### src/rtl/clk_div_10mhz.sv
// rtl/clk_div_10mhz.sv - even-ratio clock divider with registered 50% duty output
module clk_div_10mhz #(
    parameter int DIV_RATIO = 10
) (
    input  logic clk_100Mhz,
    input  logic reset,
    output logic clk_10Mhz
);

    // Counter width never drops below one bit, even for the smallest ratio.
    localparam int CNT_W = (DIV_RATIO > 2) ? $clog2(DIV_RATIO) : 1;

    localparam logic [CNT_W-1:0] CNT_MAX  = CNT_W'(DIV_RATIO - 1);
    localparam logic [CNT_W-1:0] CNT_HALF = CNT_W'(DIV_RATIO / 2 - 1);
    localparam logic [CNT_W-1:0] CNT_ONE  = CNT_W'(1);

    // Odd or sub-2 ratios cannot give an exact 50% duty output, so refuse to build.
    generate
        if ((DIV_RATIO < 2) || ((DIV_RATIO % 2) != 0)) begin : g_bad_ratio
            $error("clk_div_10mhz: DIV_RATIO must be even and >= 2");
        end
    endgenerate

    logic [CNT_W-1:0] r_cnt;
    logic             r_clk;
    logic             w_wrap;
    logic             w_toggle;

    // Wrap at the end of a full output period, toggle at each half-period boundary.
    always_comb begin
        w_wrap   = (r_cnt == CNT_MAX);
        w_toggle = w_wrap || (r_cnt == CNT_HALF);
    end

    // Position counter within one output period, 0..DIV_RATIO-1.
    always_ff @(posedge clk_100Mhz) begin
        if (reset) begin
            r_cnt <= '0;
        end else if (w_wrap) begin
            r_cnt <= '0;
        end else begin
            r_cnt <= r_cnt + CNT_ONE;
        end
    end

    // Output flop; the divided clock leaves straight from here so it cannot glitch.
    always_ff @(posedge clk_100Mhz) begin
        if (reset) begin
            r_clk <= 1'b0;
        end else if (w_toggle) begin
            r_clk <= ~r_clk;
        end
    end

    assign clk_10Mhz = r_clk;

endmodule

### config.mk
export PLATFORM = sky130hd
export DESIGN_NAME = clk_div_10mhz
export DESIGN_NICKNAME = d
export VERILOG_FILES = /design/src/rtl/clk_div_10mhz.sv
export SDC_FILE = /design/constraint.sdc
export NUM_CORES = 1
export LEC_CHECK = 0
export ABC_AREA = 0
export BUFFER_PORTS_ARGS = -buffer_cell sky130_fd_sc_hd__buf_2
export CAP_MARGIN = 0
export CORE_AREA = 8 8 45 47
export DETAILED_ROUTE_END_ITERATION = 16
export DIE_AREA = 0 0 53 55
export GPL_ROUTABILITY_DRIVEN = 1
export PLACE_DENSITY = 0.43
export SYNTH_ARGS = -nofsm -noshare
export SYNTH_HDL_FRONTEND = slang
export SYNTH_SLANG_ARGS = --single-unit
### constraint.sdc
create_clock -name clk_100Mhz -period 2.9 [get_ports clk_100Mhz]
set_clock_uncertainty 0.05 [all_clocks]
set_input_delay 0.58 -clock clk_100Mhz [delete_from_list [all_inputs] [get_ports clk_100Mhz]]
set_output_delay 0.58 -clock clk_100Mhz [all_outputs]
set_load 0.02 [all_outputs]
==> results of run 1 <==
## layout make-up
class,count,share of cell area (%)
multi-input cells,18,47.2
well taps,16,6.45
repair buffers,2,3.23
inverters,2,2.42
flip-flops and latches,5,32.3
clock buffers,4,8.47
## sequential cells by signal, indices dropped and copies added (netlist names)
register   flops
r_cnt          4
clk_10Mhz      1
## report_power, final
group          switching (mW)  internal [mW]  leakage (nW)
Combinational         0.00886        0.00863        0.0767
Clock                  0.0279         0.0520        0.0150
Sequential            0.00396         0.0734        0.0410
Total                  0.0408          0.134         0.133
## critical path: stages (launching register included)
cell and delay (ns):
dfxtp_1 0.34, inv_1 0.08, ha_1 0.20, and3b_1 0.22, a21oi_2 0.13, mux2_4 0.30
## metrics by stage
| step | instances | worst slack, ns |
|---|---|---|
| 2_1_floorplan | 25 | 1.54 |
| 3_3_place_gp | 43 | 1.48 |
| 3_5_place_dp | 43 | 1.47 |
| 4_1_cts | 47 | 1.47 |
| 5_1_grt | 47 | 1.39 |
| 6_report | 47 | 1.48 |
## worst paths after layout
path / startpoint / endpoint / slack, ns / cells after the start
worst min register to register: r_cnt[0] / r_cnt[0] / 0.46 / 1
worst min-delay path: r_cnt[0] / r_cnt[0] / 0.46 / 1
worst max-delay path: r_cnt[1] / clk_10Mhz / 1.48 / 5
worst max register to register: r_cnt[1] / clk_10Mhz / 1.48 / 5
## layer usage
layer / global-route usage, % / part of all wire (%) / vias to the layer above
met4: 3.88 / 0 / 0
met5: 0 / 0 / -
li1: - / - / 102
met3: 4.01 / 5.3 / 0
met2: 4.88 / 51 / 3
met1: 3.04 / 44 / 88
## cells in the mapped netlist
master	n
dfxtp_1	5
ha_1	3
inv_1	2
nor2_1	2
a21oi_1	1
a21oi_2	1
a31oi_1	1
and2b_1	1
and3b_1	1
mux2_4	1
mux2i_1	1
nand3_1	1
nor2b_1	1
nor3_1	1
nor3b_1	1
o211ai_1	1
or3b_1	1
## cell families (layout without fill, tap and decap cells)
kind of cell / count (synthesis) / count (layout) / synth area share [%]
AO/OA/AOI/OAI: 4 / 4 / 10.8
AND/OR/NAND/NOR: 9 / 9 / 22.2
multiplexers: 2 / 2 / 9.85
buffers and inverters: 2 / 8 / 2.96
adder cells (fa/ha/maj): 3 / 3 / 14.8
flip-flops: 5 / 5 / 39.4
==> results_dict.tcl, run 1 <==
set metrics [dict create \
    antenna_violations_before_repair 0 \
    port_buffers 2 \
    utilization_pct 22.4 \
    core_region_area_mm2 0.00138 \
    area_delta_synth_final_pct 22.2 \
    mostFrequentLayoutCells "dfxtp_1, ha_1, clkbuf_4" \
    post-layout-total-power_uw 175 \
    initialDrtViolationCount 1 \
    post_cts_resize_count 0 \
    cts_hold_repair.buffers 0 \
    cts_sink_count 5 \
    cts.reportedPaths.clkPinSlew_ns 0.04 \
    finalInstanceArea_um2 310 \
    gr-usage-all-layers_pct 3.77 \
    detail_route.drc_violations 0 \
    fp.dieArea_mm2 0.00292 \
    yosysSeqAreaShare_pct 39.4 \
    max_clock_freq_mhz 702 \
    setup.worst_path.class "reg2reg" \
    die_width_um 53 \
    detail_route.wl_per_cell_um 8.91 \
    share_of_the_clock_period_used_by_the_worst_path_pct 49.1 \
    grt_remaining_overflow 0 \
    clk-insertion-delay-late_ns 0.24 \
    cts_tree "done" \
    endpoint_kind "flop" \
    largest_net_degree_at_the_start_of_global_routing 7 \
    tightestPinTransition_ns 0.159 \
    fin_crit_ns 1.42 \
    arrival_ns 1.51 \
    grt_first_pass_wirelength_um 696 \
    max-vdd-ir-drop_mv 0.207 \
    h_tree_depth 1 \
    share_of_final_layout_standard_cells_stronger_than_drive_strength_1_pct 22.6 \
    timing.max_cap.violations 0 \
    most_common_cell_after_layout_fill_and_taps_aside "dfxtp_1" \
    rows 14 \
    final.fill_count 147 \
    setup_tns_ns 0 \
    synth_area_per_cell_um2 10.2 \
    via_count_of_the_first_global_routing_pass 179 \
    timing.final.hold_violations 0 \
    setup_viol 0 \
    antenna_violating_nets_remaining 0 \
    leakage_nw 0.133 \
    power.density_cell_area_mw_per_mm2 563 \
    clockBufferDepth 2 \
    worstHoldPathType "reg2reg" \
    clock_tree.root_cell "clkbuf_4" \
    worst_hold_slack_ns 0.464 \
    floorplan.die.height_um 55 \
    timing.critical_path.fanout_max 3 \
    diodes 0 \
    synthesis.area_um2 254 \
    dr.pass1.iters 2 \
    synth_area_leader_cell "dfxtp_1" \
    postSynthRegisterBits 5 \
    place.detailed.hpwl_um 324 \
    synth_top_cell_area_share_pct 39.4 \
    multi_input_gate_area_um2 146 \
    status "finished, final reports clean" \
    final-max-slew-violation-count 0 \
    yosys_warnings 0 \
    routed_via_density 4.11 \
    via_count 193 \
    grt_setup_unrepaired "no" \
    totalWireLength_um 419 \
    detailed_place.area_um2 284 \
    synthesis.instances 25 \
    post_synth_num_cell_types 17 \
    synthTopCellsByArea "dfxtp_1, ha_1, mux2_4" \
    nNetsFinal 37 \
    timing.critical_path.required_ns 2.98 \
    cts_buffers 3 \
    startpoint_type "flop" \
    postCtsSetupRepairBufs 0 \
    gpl.final_weighted_congestion 0.663 \
    area.sequential_um2 100 \
    ios 3 \
    max-slew-margin-rel_pct 89.4 \
    synthesis.nets 30 \
    start_util_pct 18.4 \
]
(Power assumes the default switching activity.)
==> inputs of run 2 (changes only) <==
- PLACE_DENSITY: 0.43 -> 0.44
- clock period: 2.9 -> 1.2 ns (I/O delays scaled with it)
==> run 2 against run 1 <==
Against the previous run: the flow now finishes with violations (negative setup slack); power grew to 2.7 times the previous value; register-to-register slack lost 1.6 ns; sequential share of layout area shrank 6.1 points; cell count grew 17%; hold slack lost 0.28 ns; sequential power grew 140%; die area is the same; worst setup slack lost 1.6 ns; critical path depth is the same; final area grew 25%; fmax grew 8.5%; largest power group unchanged.
==> results_dict.tcl, run 2 (synthesized netlist as in run 1, its figures left out) <==
set metrics [dict create \
    status "finished, violations left" \
    failing_checks "negative setup slack" \
    r2r-start "r_cnt[1]" \
    timing.reg2reg.worst_path_depth 5 \
    share_of_final_layout_standard_cells_stronger_than_drive_strength_1_pct 46.2 \
    clk-insertion-delay-late_ns 0.24 \
    hold_path_end "r_cnt[1]" \
    final.fill_count 145 \
    floorplan.die.height_um 55 \
    nNetsFinal 45 \
    most_common_cell_after_layout_fill_and_taps_aside "buf_4" \
    final-max-slew-violation-count 0 \
    h_tree_depth 1 \
    dr.pass1.iters 3 \
    placedCellCount 48 \
    initialDrtViolationCount 3 \
    grt_first_pass_wirelength_um 931 \
    crit_start "r_cnt[1]" \
    worstHoldPathType "in2reg" \
    setup.worst_path.class "reg2reg" \
    worstHoldPathCells 2 \
    place.detailed.hpwl_um 400 \
    arrival_ns 1.39 \
    power.density_cell_area_mw_per_mm2 1200 \
    finalInstanceArea_um2 388 \
    core_region_area_mm2 0.00138 \
    registers.top_by_ff_count "r_cnt" \
    regToRegEndpoint "clk_10Mhz" \
    timing.critical_path.fanout_max 2 \
    area_delta_synth_final_pct 52.7 \
    max-vdd-ir-drop_mv 0.333 \
    routed_via_density 4.07 \
    timing.max_cap.violations 0 \
    gpl.final_weighted_congestion 0.665 \
    utilization_pct 28.0 \
    max-slew-margin-rel_pct 88.2 \
    start_util_pct 18.4 \
    clockBufferDepth 2 \
    largest_net_degree_at_the_start_of_global_routing 7 \
    tightestPinTransition_ns 0.176 \
    detailed_place.area_um2 335 \
    multi_input_gate_area_um2 159 \
    fin_crit_ns 1.31 \
    totalWireLength_um 568 \
    ios 3 \
    cts_buffers 3 \
    cts_sink_count 5 \
    gr-usage-all-layers_pct 4.86 \
    cts_hold_repair.buffers 0 \
    timing.final.hold_violations 0 \
    endpoint_kind "flop" \
    layout_setup_ws_ns -0.113 \
    largest_register_ffs 4 \
    max_clock_freq_mhz 762 \
    place_worst_setup_slack_ns -0.108 \
    rows 14 \
    via_count 224 \
    cts.reportedPaths.clkPinSlew_ns 0.04 \
    clock_tree.root_cell "clkbuf_4" \
    diodes 0 \
    port_buffers 2 \
    share_of_the_clock_period_used_by_the_worst_path_pct 109 \
    reg2reg_setup_slack_ns -0.11 \
    cts_tree "done" \
    post-layout-total-power_uw 466 \
    setup_viol 2 \
    mostFrequentLayoutCells "buf_4, dfxtp_1, clkbuf_4" \
    grt_setup_unrepaired "yes" \
    finalNonFillerCells 55 \
    fp.dieArea_mm2 0.00292 \
    detail_route.drc_violations 0 \
    grt_remaining_overflow 0 \
    via_count_of_the_first_global_routing_pass 247 \
    die_width_um 53 \
    detail_route.wl_per_cell_um 10.3 \
    startpoint_type "flop" \
    leakage_nw 0.174 \
    antenna_violations_before_repair 0 \
    timing.critical_path.required_ns 1.28 \
    area.sequential_um2 101 \
    hp-start "reset" \
    antenna_violating_nets_remaining 0 \
]
## run 2: final cells by class
cell class,count,area share (%)
multi-input combinational,18,41.0
sequential,5,26.1
timing repair buffer,10,19.0
clock buffer,4,6.77
tap,16,5.16
inverter,2,1.94
## run 2: stage by stage
| step | hold slack [ns] | setup TNS, ns |
|---|---|---|
| floorplan | 0.259 | -0.0809 |
| global placement | 0.440 | -0.144 |
| detailed placement | 0.444 | -0.175 |
| CTS | 0.190 | -0.201 |
| global route | 0.198 | -0.346 |
| finish | 0.188 | -0.189 |
## run 2: layer usage
metal / up-vias / GRT usage (%) / wire (um)
met1: 101 / 3.50 / 223
met3: 0 / 2.94 / 40
met4: 0 / 6.47 / 0
met2: 6 / 7.81 / 304
li1: 117 / - / -
met5: - / 0 / 0
## run 2: critical path: stages, from the launching register on
cell,delay [ns]
dfxtp_2,0.33
inv_2,0.05
ha_4,0.15
and3b_1,0.18
a21oi_2,0.14
mux2_4,0.30
## run 2: repair_timing
item / CTS / global route
pin swaps: 1 / 2
endpoints found under the setup margin: 2 / 3
gates resized for setup: 0 / 1
setup buffers: 1 / 2
## run 2: worst max path at each step
stage                end  slack (ns)  depth (start not counted)
2_1_floorplan  clk_10Mhz       -0.08                          5
3_3_place_gp   clk_10Mhz        -0.1                          5
3_5_place_dp   clk_10Mhz       -0.11                          5
4_1_cts        clk_10Mhz       -0.12                          5
5_1_grt        clk_10Mhz       -0.15                          4
6_report       clk_10Mhz       -0.11                          5
## run 2: power breakdown
| part | leakage [nW] | switching, mW | internal, mW |
|---|---|---|---|
| logic | 0.117 | 0.0341 | 0.0509 |
| registers | 0.0413 | 0.00982 | 0.178 |
| clock network | 0.0150 | 0.0671 | 0.126 |
| total | 0.174 | 0.111 | 0.355 |
==> inputs of run 3 (changes only) <==
- ABC_AREA: 0 -> 1
- PLACE_DENSITY: 0.44 -> 0.43
==> run 3 against run 2 <==
Against the previous run: the flow now finishes without violations; first-iteration DRC count shrank 33%; die area is the same; worst setup slack gained 0.25 ns; critical endpoint unchanged; largest cell class unchanged; largest power group unchanged.
==> results_dict.tcl, run 3 <==
set metrics [dict create \
    status "finished, final reports clean" \
    synth_xor_xnor_area_share_pct 3.55 \
    cts.reportedPaths.clkPinSlew_ns 0.05 \
    core_region_area_mm2 0.00138 \
    mostFrequentLayoutCells "inv_1, nor2_1, dfxtp_1" \
    clk-insertion-delay-late_ns 0.25 \
    synth_area_leader_cell "dfxtp_1" \
    worstHoldPathCells 4 \
    cts_buffers 3 \
    largest_net_degree_at_the_start_of_global_routing 7 \
    area_delta_synth_final_pct 23.9 \
    yosysSeqAreaShare_pct 40.6 \
    arrival_ns 1.15 \
    final-max-slew-violation-count 0 \
    grt_remaining_overflow 0 \
    gr-usage-all-layers_pct 3.33 \
    worstHoldPathType "in2reg" \
    synthTopCellsByArea "dfxtp_1, ha_1, inv_1" \
    antenna_violating_nets_remaining 0 \
    routed_via_density 3.75 \
    clockBufferDepth 2 \
    start_util_pct 17.8 \
    max-vdd-ir-drop_mv 0.577 \
    gpl.final_weighted_congestion 0.693 \
    fp.dieArea_mm2 0.00292 \
    postSynthRegisterBits 5 \
    synth_compound_area_share_pct 5.58 \
    die_width_um 53 \
    post_synth_num_cell_types 12 \
    timing.critical_path.fanout_max 4 \
    ys_async_sr_fraction_pct 0 \
    setup_viol 0 \
    rows 14 \
    synth_edf_count 0 \
    max-slew-margin-rel_pct 87.7 \
    r2r-start "r_cnt[1]" \
    placedCellCount 48 \
    synthesis.instances 30 \
    setup_tns_ns 0 \
    list_of_most_frequent_post_synthesis_cells "inv_1, dfxtp_1, nor2_1, ha_1, nand3_1" \
    regToRegEndpoint "clk_10Mhz" \
    detailroute.wirelength.met2_um 160 \
    leakage_nw 0.134 \
    yosys_warnings 0 \
    synth_area_per_cell_um2 8.22 \
    timing.max_cap.violations 0 \
    totalWireLength_um 391 \
    layout_setup_ws_ns 0.133 \
    tightestPinTransition_ns 0.185 \
    port_buffers 2 \
    hold_path_end "clk_10Mhz" \
    timing.final.hold_violations 0 \
    synth_top_cell_area_share_pct 40.6 \
    postCtsSetupRepairBufs 0 \
    registers.top_by_ff_count "r_cnt" \
    nNetsFinal 42 \
    endpoint_kind "flop" \
    timing.reg2reg.worst_path_depth 6 \
    reg2reg_setup_slack_ns 0.13 \
    finalNonFillerCells 52 \
    place.detailed.hpwl_um 290 \
    startpoint_type "flop" \
    synth_ff_type "dfxtp_1" \
    h_tree_depth 1 \
    grt_first_pass_wirelength_um 621 \
    cts_tree "done" \
    detail_route.drc_violations 0 \
    max_clock_freq_mhz 937 \
    dr.max_layer_used "met3" \
    ios 3 \
    place_worst_setup_slack_ns 0.0834 \
    cts_sink_count 5 \
    diodes 0 \
    setup.worst_path.class "reg2reg" \
    largest_register_ffs 4 \
    post_synth_and_or_nand_nor_area_fraction_pct 24.4 \
    initialDrtViolationCount 2 \
    yosys-mux-area-fraction_pct 0 \
    grt_setup_unrepaired "no" \
    via_count 195 \
    floorplan.die.height_um 55 \
    worst_hold_slack_ns 0.207 \
    antenna_violations_before_repair 0 \
    share_of_the_clock_period_used_by_the_worst_path_pct 89.0 \
    synthesis.area_um2 246 \
    fin_crit_ns 1.07 \
    most_common_cell_after_layout_fill_and_taps_aside "inv_1" \
    synth.most_common_cell "inv_1" \
    power.density_cell_area_mw_per_mm2 1380 \
    timing.critical_path.required_ns 1.28 \
    via_count_of_the_first_global_routing_pass 168 \
    routed-wl-met3_um 53 \
    synthesis.nets 35 \
    detail_route.wl_per_cell_um 7.52 \
    share_of_final_layout_standard_cells_stronger_than_drive_strength_1_pct 27.8 \
    synthAdderAreaFrac_pct 15.2 \
    clock_tree.root_cell "clkbuf_4" \
    hp-start "reset" \
    dr.pass1.iters 4 \
    wl_met1_um 177 \
    synth_top_family_by_area "simple AND/OR/NAND/NOR gates" \
]
[run 3: cell types whose count changed in the layout (fill, tap and decap cells not counted), moves of 2 or more]
cell / before / now
buf_4: 7 / 0
inv_1: 1 / 7
nand2_1: 0 / 2
nand3_1: 1 / 3
nor2_1: 2 / 4
[run 3: logic make-up after synthesis]
| family | after synthesis |
|---|---|
| flops | 5 |
| buf+inv | 7 |
| simple gates | 12 |
| compound gates | 2 |
| fa+ha+maj | 3 |
| xor+xnor | 1 |
[run 3: layer usage]
metal / global-route usage [%] / vias to the layer above
met5: 0 / -
met4: 2.59 / 0
met3: 4.28 / 0
met2: 4.30 / 6
met1: 2.58 / 85
li1: - / 104
[run 3: timing repair]
item	4_1_cts	5_1_grt
setup endpoints to repair	0	1
hold buffers	0	0
resized for setup	0	1
[run 3: how the worst max path moves through the flow]
stage / cells after the start / from / endpoint / slack (ns)
finish: 6 / r_cnt[1] / clk_10Mhz / 0.13
floorplan: 6 / r_cnt[0] / clk_10Mhz / 0.18
detailed placement: 6 / r_cnt[0] / clk_10Mhz / 0.08
global placement: 6 / r_cnt[0] / clk_10Mhz / 0.11
CTS: 6 / r_cnt[0] / clk_10Mhz / 0.07
global route: 6 / r_cnt[1] / clk_10Mhz / 0.06
[run 3: layout make-up]
type	instances	area [um2]
Timing Repair Buffer	2	10.0
Clock inverter	1	5.00
Sequential cell	5	101
Inverter	7	26.3
Multi-Input combinational cell	18	120
Clock buffer	3	22.5
Tap cell	16	20.0
Fill cell	153	1080
[run 3: critical path: stages (launching register included)]
cell	delay, ns
dfxtp_1	0.37
inv_1	0.08
ha_1	0.18
nand3_1	0.10
nand3_1	0.08
nand2_1	0.06
nor2_1	0.03
[run 3: stage by stage]
stage	cell area, um2	utilization, %	total power [mW]
floorplan	246	-	0.219
global placement	277	20.0	0.229
detailed placement	277	20.0	0.229
CTS	304	22.0	0.431
global route	305	22.1	0.456
finish	305	22.1	0.421
[run 3: where the power goes]
group          internal, mW  total (mW)  switching (mW)  leakage (nW)
registers             0.177       0.189          0.0116        0.0411
clock network         0.121       0.195          0.0746        0.0177
logic                0.0161      0.0371          0.0210        0.0751
total                 0.314       0.421           0.107         0.134
